[src/rtl/uart_tx_buffer.sv]
// Byte FIFO feeding a UART transmitter, pacing each byte by one full serial frame time.
// Latency: a byte written at edge k into an empty idle buffer shows byte_ready after edge k+1, t_byte after k+2.
// Backpressure: none toward the core; a write into a full buffer (no same-cycle pop) is dropped and sets sticky overflow.
module uart_tx_buffer #(
   parameter int DEPTH        = 16,
   parameter int CLKS_PER_BIT = 5208,
   parameter int FRAME_BITS   = 10
) (
   input  logic                   clk,
   input  logic                   rst,
   input  logic                   wr_en,
   input  logic [7:0]             wr_data,
   output logic                   byte_ready,
   output logic                   t_byte,
   output logic [7:0]             data,
   output logic                   full,
   output logic                   empty,
   output logic [$clog2(DEPTH):0] count,
   output logic                   overflow
);

   localparam int AW         = $clog2(DEPTH);
   localparam int CW         = AW + 1;
   localparam int FRAME_CLKS = CLKS_PER_BIT * FRAME_BITS;
   localparam int TW         = (FRAME_CLKS > 1) ? $clog2(FRAME_CLKS) : 1;

   localparam logic [CW-1:0] DEPTH_C    = CW'(DEPTH);
   localparam logic [TW-1:0] TIMER_LOAD = TW'(FRAME_CLKS - 1);

   typedef enum logic [1:0] {
      ST_IDLE  = 2'd0,
      ST_LOAD  = 2'd1,
      ST_START = 2'd2,
      ST_WAIT  = 2'd3
   } state_t;

   state_t          state_q;
   state_t          state_d;
   logic [7:0]      mem [DEPTH];
   logic [AW-1:0]   wr_ptr;
   logic [AW-1:0]   rd_ptr;
   logic [TW-1:0]   timer_q;
   logic            pop;
   logic            push;

   // Occupancy flags come straight from the registered counter.
   assign full  = (count == DEPTH_C);
   assign empty = (count == '0);

   // A pop frees a slot in the same cycle, so a full buffer still accepts a write then.
   assign push  = wr_en && (!full || pop);

   // State register.
   always_ff @(posedge clk) begin
      if (rst) state_q <= ST_IDLE;
      else     state_q <= state_d;
   end

   // Next-state and one-cycle strobes; the pop happens only on the IDLE->LOAD step.
   always_comb begin
      state_d    = state_q;
      byte_ready = 1'b0;
      t_byte     = 1'b0;
      pop        = 1'b0;
      case (state_q)
         ST_IDLE: begin
            if (!empty) begin
               pop     = 1'b1;
               state_d = ST_LOAD;
            end
         end
         ST_LOAD: begin
            byte_ready = 1'b1;
            state_d    = ST_START;
         end
         ST_START: begin
            t_byte  = 1'b1;
            state_d = ST_WAIT;
         end
         ST_WAIT: begin
            if (timer_q == '0) state_d = ST_IDLE;
         end
         default: state_d = ST_IDLE;
      endcase
   end

   // Frame timer: loaded leaving START, counts down through WAIT, holds at zero.
   always_ff @(posedge clk) begin
      if (rst) begin
         timer_q <= '0;
      end else if (state_q == ST_START) begin
         timer_q <= TIMER_LOAD;
      end else if (state_q == ST_WAIT && timer_q != '0) begin
         timer_q <= timer_q - TW'(1);
      end
   end

   // Storage array; written only on an accepted write, never bypassed to data.
   always_ff @(posedge clk) begin
      if (push) mem[wr_ptr] <= wr_data;
   end

   // Pointers and occupancy counter; simultaneous push and pop leave count unchanged.
   always_ff @(posedge clk) begin
      if (rst) begin
         wr_ptr <= '0;
         rd_ptr <= '0;
         count  <= '0;
      end else begin
         if (push) wr_ptr <= wr_ptr + AW'(1);
         if (pop)  rd_ptr <= rd_ptr + AW'(1);
         case ({push, pop})
            2'b10:   count <= count + CW'(1);
            2'b01:   count <= count - CW'(1);
            default: count <= count;
         endcase
      end
   end

   // Output byte register: captures the head entry at the pop and holds until the next pop.
   always_ff @(posedge clk) begin
      if (rst)      data <= 8'h00;
      else if (pop) data <= mem[rd_ptr];
   end

   // Sticky drop flag, cleared only by reset.
   always_ff @(posedge clk) begin
      if (rst)                      overflow <= 1'b0;
      else if (wr_en && full && !pop) overflow <= 1'b1;
   end

endmodule

[config.mk]
export PLATFORM = sky130hd
export DESIGN_NAME = uart_tx_buffer
export DESIGN_NICKNAME = d
export VERILOG_FILES = /design/src/rtl/uart_tx_buffer.sv
export SDC_FILE = /design/constraint.sdc
export NUM_CORES = 1
export LEC_CHECK = 0
export ABC_AREA = 0
export BUFFER_PORTS_ARGS = -buffer_cell sky130_fd_sc_hd__buf_4
export CAP_MARGIN = 20
export CORE_ASPECT_RATIO = 0.6
export CORE_UTILIZATION = 55
export DETAILED_ROUTE_END_ITERATION = 8
export PLACE_DENSITY = 0.83
export REMOVE_ABC_BUFFERS = 1
export SLEW_MARGIN = 20
export SYNTH_ARGS = -nofsm -noshare
export SYNTH_HDL_FRONTEND = slang
export SYNTH_SLANG_ARGS = --single-unit
export TNS_END_PERCENT = 1
[constraint.sdc]
create_clock -name clk -period 2.37 [get_ports clk]
set_clock_uncertainty 0.05 [all_clocks]
set_input_delay 0.3555 -clock clk [delete_from_list [all_inputs] [get_ports clk]]
set_output_delay 0.3555 -clock clk [all_outputs]
set_load 0.05 [all_outputs]
==> reports/metrics.yaml, run 1 <==
finish:
  final_area_um2: 8130
  utilization: 0.659
  areaGrowthSynthToFinish_pct: 14.4
  multi_input_area_um2: 2320
  drive_gt1_frac: 0.250
  layout.cells.non_filler: 678
  seq_area_um2: 4650
  num_antenna_cells: 0
  nNetsFinal: 523
  fill_cells: 826
timing:
  whs_ps: 199
  fmax_mhz: 431
  finalSetupViolCount: 0
  finalWorstSetupSlack_ps: 50.3
  fin_crit_ps: 2320
  tightest_slew_ps: 1010
  hold_viol: 0
  fin_setup_tns_ps: 0
  finalMaxSlewViolations: 0
  slew_headroom: 0.321
  fin_crit_sh: 0.979
pwr:
  p_int_mw: 6.05
  p_sw_mw: 3.22
  clkPwrFrac: 0.268
  peakVddDrop_v: 0.000520
  seqPwrFrac: 0.389
  pwr-share-comb: 0.343
  switching_share: 0.348
  p_leak_nw: 2.70
  power_density_nw_per_um2: 1140
  fin_total_pwr_mw: 9.27
placement:
  io_buffers: 28
  place_hpwl_um: 9660
  pre_cts_ws_ps: 60.4
  placed_area_um2: 7560
  routabilityCongestion: 0.862
  dp.cells: 645
cts:
  clk_path_buf_depth: 2
  htree_levels: 4
  clk_pin_slew_ps: 60
  numCtsBuffers: 17
  cts_num_sinks: 168
  cts_tree: "yes"
  cts_root_buf: "clkbuf_16"
  clock_latency_ps: 420
logic_synthesis:
  ys_seq_area_frac: 0.654
  async_reset_ff_frac: 0
  synth_area_um2: 7110
  synth_edf_count: 128
  synthDistinctLibCells: 60
  netlist_top_cells_area: "edfxtp_1 (54%), dfxtp_1 (11%), mux4_2 (10%)"
  synthCells: 460
  synth_seq_cells: 168
  synth_top_flop_cell: "edfxtp_1"
  synth_largest_area_cell: "edfxtp_1"
  yosysWarnings: 0
  synth_top_area_share: 0.541
  syn_avg_cell_area_um2: 15.4
run_status:
  outcome: "completed"
critical_path:
  worstSetupPathType: "flop to output port"
  startpoint_type: "flop"
  worst_ep_arrival_time_ps: 1910
  worstRegToRegCells: 6
  r2r_slack_ps: 60
  cpMaxStageDelayCell: "or4_4"
  path_max_fanout: 10
  reg2reg_from: "state_q[0]$_SDFFE_PP0P_"
  crit_path_end_kind: "output port"
  cp_cell_sequence: "or4_4 -> buf_4 -> nor2_1 -> buf_6"
  cp.required_ps: 1960
  reg2reg_to: "mem[12][3]$_DFFE_PP_"
  slowest_delay_ps: 550
global_route:
  antenna_found_initial: 0
  grt_remaining_overflow: 0
  grt_max_degree: 34
  grt_pass1_vias: 4098
  grt_first_pass_wirelength_um: 23100
  grt_use_total: 0.237
floorplan:
  rows: 31
  initial_core_util: 0.576
  die_y_um: 90.0
  die_area_um2: 13400
  die_w_um: 149
  ios: 29
  coreArea_um2: 12300
drt:
  route.detailed.drc: 0
  ant_nets: 0
  drtPass1Iterations: 5
  drt-total-wl_um: 14900
  drt_iter0_drc: 541
  vias_per_cell: 6.36
  wl_per_cell_um: 22.0
  vias: 4311
min_path:
  hp-class: "input port to flop"
  holdPathStages: 1
  hold_start: "wr_data[3]"
  min_to: "mem[3][3]$_DFFE_PP_"
flow_run:
  maxCapViolations: 0
## cell usage after synthesis, types with 4 or more instances
master,instances
and3_1,5
mux2i_1,19
inv_1,11
nor3_1,13
nand2_1,10
a31oi_1,4
nand3b_1,10
o31ai_1,5
nor2_1,32
clkbuf_1,14
ha_1,12
o221ai_1,8
edfxtp_1,128
nor2b_1,5
nand4_1,4
buf_2,10
xor2_1,5
mux4_2,32
o21ai_0,4
a21oi_1,15
nand2b_1,6
dfxtp_1,40
nand3_1,7
a211oi_1,5
## repair_timing
item                       CTS  global route
gates resized for setup      1             6
hold buffers                 0             0
buffers inserted             0             1
setup endpoints to repair    1            20
cloned                       0             0
## cells by family after synthesis
family,after synthesis,synth area share
AOI/OAI and AO/OA,61,0.0625
xor gates and xnor gates,6,0.00740
adders and majority gates,12,0.0211
buffers and inverters,39,0.0239
DFF,168,0.654
muxes,52,0.130
and+or+nand+nor,122,0.102
## registers in the layout (all words and copies together), names as in the netlist
register	flops
rd_ptr	4
state_q	2
count	5
data	8
mem	128
wr_ptr	4
timer_q	16
overflow	1
## power by group through the flow
stage	combinational [mW]	clock [mW]	sequential [mW]
final	3.18	2.49	3.61
after global routing	3.44	2.64	3.62
after CTS	3.11	2.52	3.59
after detailed placement	3.08	0	3.65
after global placement	3.01	0	3.63
after floorplan	1.80	0	4.00
## routing by layer
layer	GRT usage	part of all wire
met5	0	0
met4	0.0646	0.0091
met3	0.0675	0.083
met2	0.336	0.46
met1	0.360	0.45
## final cells by class
class,instances,share of cell area
clock inverter,12,0.00939
multi-input combinational,253,0.285
timing repair buffer,49,0.0473
tap,165,0.0254
sequential,168,0.572
clock buffer,20,0.0562
inverter,11,0.00508
## worst max-delay path, delay by kind of cell, from the launching register on
kind          cells  cell delay (ps)
flops             1              380
simple gates      2              720
buf+inv           2              400
## placed cells by master, fill, tap and decap left out, drive strengths merged, types with 6 or more instances in the layout
cell type / count
a21oi: 15
buf: 49
clkbuf: 20
clkinv: 7
dfxtp: 40
edfxtp: 128
ha: 12
inv: 12
mux2i: 19
mux4: 32
nand2: 10
nand2b: 6
nand3: 7
nand3b: 10
nor2: 33
nor3: 14
o21ai: 7
o221ai: 8
## worst max-delay path by stage
stage / startpoint / endpoint / cells past startpoint
final: count[3]$_SDFFE_PP0P_ / full / 4
after global routing: state_q[0]$_SDFFE_PP0P_ / count[2]$_SDFFE_PP0P_ / 10
after CTS: count[2]$_SDFFE_PP0P_ / full / 4
after detailed placement: state_q[0]$_SDFFE_PP0P_ / count[2]$_SDFFE_PP0P_ / 10
after global placement: state_q[0]$_SDFFE_PP0P_ / count[2]$_SDFFE_PP0P_ / 10
after floorplan: count[4]$_SDFFE_PP0P_ / count[2]$_SDFFE_PP0P_ / 8
(Power assumes the default switching activity.)
==> run 2: changes to the inputs <==
- clock period: 2.37 -> 2.1 ns (I/O delays scaled with it)
==> run 2 against run 1 <==
- the flow now finishes with violations (negative setup slack)
- clock power increased by 21%
- clock-buffer cell count decreased by 3
- routed wire length increased by 8.0%
- first-iteration DRC count increased by 8.3%
- utilization increased by 3.2 points
- worst hold slack got worse by 79 ps
- critical path depth increased by 3
- highest routed layer unchanged
==> reports/metrics.yaml, run 2 (synthesis gave the netlist of run 1 again) <==
finish:
  drive_gt1_frac: 0.330  # was 0.250
  regMostFlops: "mem"  # unchanged
  num_antenna_cells: 0  # unchanged
  seq_area_um2: 4650  # about the same
  final_cell_mix: "edfxtp_1 (128), buf_4 (58), dfxtp_1 (37)"  # was edfxtp_1 (128), buf_4 (47), dfxtp_1 (38)
  fill_cells: 770  # was 826
  final_common_cell: "edfxtp_1"  # unchanged
  largestRegisters: "mem: 128 flops, timer_q: 16 flops, data: 8 flops"  # unchanged
  multi_input_area_um2: 2370  # was 2320 um^2
  nNetsFinal: 552  # was 523
  layout.cells.non_filler: 707  # was 678
  areaGrowthSynthToFinish_pct: 20.0  # was 14.4%
  utilization: 0.691  # was 0.659
  largest_register_ffs: 128  # unchanged
global_route:
  antenna_found_initial: 1  # was 0
  busiest_layer: "met2"  # was met1
  grt_pass1_vias: 4425  # was 4098
  grt_remaining_overflow: 0  # unchanged
  grt_max_degree: 27  # was 34
  grt_use_total: 0.258  # was 0.237
  grt_use_met1: 0.377  # was 0.360
  grt_first_pass_wirelength_um: 25200  # was 23100 um
  groute.layer.met2.usage: 0.390  # was 0.336
  grt_use_met3: 0.0614  # was 0.0675
cts:
  clk_path_buf_depth: 2  # unchanged
  clock_latency_ps: 420  # about the same
  cts_tree: "yes"  # unchanged
  numCtsBuffers: 17  # unchanged
  cts_root_buf: "clkbuf_16"  # unchanged
  clk_pin_slew_ps: 70  # was 60 ps
  cts_num_sinks: 168  # unchanged
  ctsHoldBuffers: 0  # unchanged
  htree_levels: 4  # unchanged
critical_path:
  path_max_fanout: 8  # was 10
  cp_num_buf_inv: 3  # was 2
  worstSetupPathType: "flop to flop"  # was flop to output port
  cp_common_cell: "buf_6"
  worst_ep_arrival_time_ps: 2310  # was 1910 ps
  cp.required_ps: 2230  # was 1960 ps
  crit_path_end_kind: "flop"  # was output port
  slowest_delay_ps: 550  # about the same
  crit_family: "simple AND/OR/NAND/NOR gates"  # unchanged
  startpoint_type: "flop"  # unchanged
  cpMaxStageDelayCell: "or4_4"  # unchanged
  cp_cell_sequence: "or4_4 -> buf_6 -> o31a_1 -> nand2_2 -> buf_6 -> nor3_1 -> buf_4"  # was or4_4 -> buf_4 -> nor2_1 -> buf_6
timing:
  finalWorstSetupSlack_ps: -76.3  # was 50.3 ps
  whs_ps: 120  # was 199 ps
  fin_crit_ps: 2180
  fmax_mhz: 459
  hold_viol: 0  # unchanged
  finalMaxSlewViolations: 0  # unchanged
  finalSetupViolCount: 19  # was 0
  tightest_slew_ps: 824  # was 1010 ps
  slew_headroom: 0.449  # was 0.321
  fin_crit_sh: 1.04
  rsz0062_at_grt: "yes"
placement:
  io_buffers: 28  # unchanged
  dp.cells: 672  # was 645
  routabilityCongestion: 0.865  # was 0.862
  pre_cts_ws_ps: -104  # was 60.4 ps
  place_hpwl_um: 10400  # was 9660 um
run_status:
  violations: "negative setup slack"
  outcome: "complete, but fails checks"  # was completed
drt:
  drtPass1Iterations: 5  # unchanged
  vias_per_cell: 6.35  # was 6.36
  vias: 4492  # was 4311
  drt_iter0_drc: 586  # was 541
  route.detailed.drc: 0  # unchanged
  drt-total-wl_um: 16100  # was 14900 um
  wl_per_cell_um: 22.8  # was 22.0 um
  ant_nets: 0  # unchanged
floorplan:
  coreArea_um2: 12300  # unchanged
  ios: 29  # unchanged
  initial_core_util: 0.576  # unchanged
  die_area_um2: 13400  # unchanged
  die_y_um: 90.0  # unchanged
  die_w_um: 149  # unchanged
  rows: 31  # unchanged
flow_run:
  maxCapViolations: 0  # unchanged
pwr:
  p_leak_nw: 2.89  # was 2.70 nW
  peakVddDrop_v: 0.000644  # was 0.000520 V
  power_density_nw_per_um2: 1310  # was 1140 nW/um^2
min_path:
  hp-class: "input port to flop"  # unchanged
-- run 2: power by group --
group          leakage [nW]  internal (mW)  switching [mW]
clock                 0.276           1.59            1.44
combinational          1.13           1.72            2.38
sequential             1.48           3.83           0.234
total                  2.89           7.15            4.05
-- run 2: stage by stage --
step / cell area (um^2) / power, mW / setup TNS, ps
final: 8530 / 11.2 / -813
after global routing: 8530 / 11.7 / -2610
after CTS: 8420 / 11.1 / -573
after detailed placement: 7770 / 7.86 / -150
after global placement: 7770 / 7.69 / 0
after floorplan: 6980 / 6.54 / -23150
-- run 2: worst paths after layout --
kind	from	to	slack [ps]	cells after the start
worst max-delay path	count[1]$_SDFFE_PP0P_	mem[1][3]$_DFFE_PP_	-80	7
worst min-delay path	rst	count[1]$_SDFFE_PP0P_	120	2
worst max register to register	count[1]$_SDFFE_PP0P_	mem[1][3]$_DFFE_PP_	-80	7
worst min register to register	overflow$_SDFFE_PP0P_	overflow$_SDFFE_PP0P_	440	2
-- run 2: per-layer routing --
metal,share of wire,wire [um]
met1,0.42,6720
met2,0.48,7750
met3,0.095,1530
met4,0.0067,108
met5,0,0
-- run 2: layout make-up --
| cell class | instances | share of cell area |
|---|---|---|
| repair buffers | 78 | 0.0804 |
| clock buffers | 17 | 0.0499 |
| multi-input cells | 253 | 0.278 |
| clock inverters | 15 | 0.0173 |
| flip-flops and latches | 168 | 0.545 |
| inverters | 11 | 0.00484 |
| well taps | 165 | 0.0242 |
-- run 2: timing repair --
action / CTS / global route
resized for setup: 11 / 35
setup buffers: 3 / 0
pin swaps: 3 / 3
hold endpoints to repair: 0 / 0
setup endpoints to repair: 13 / 123
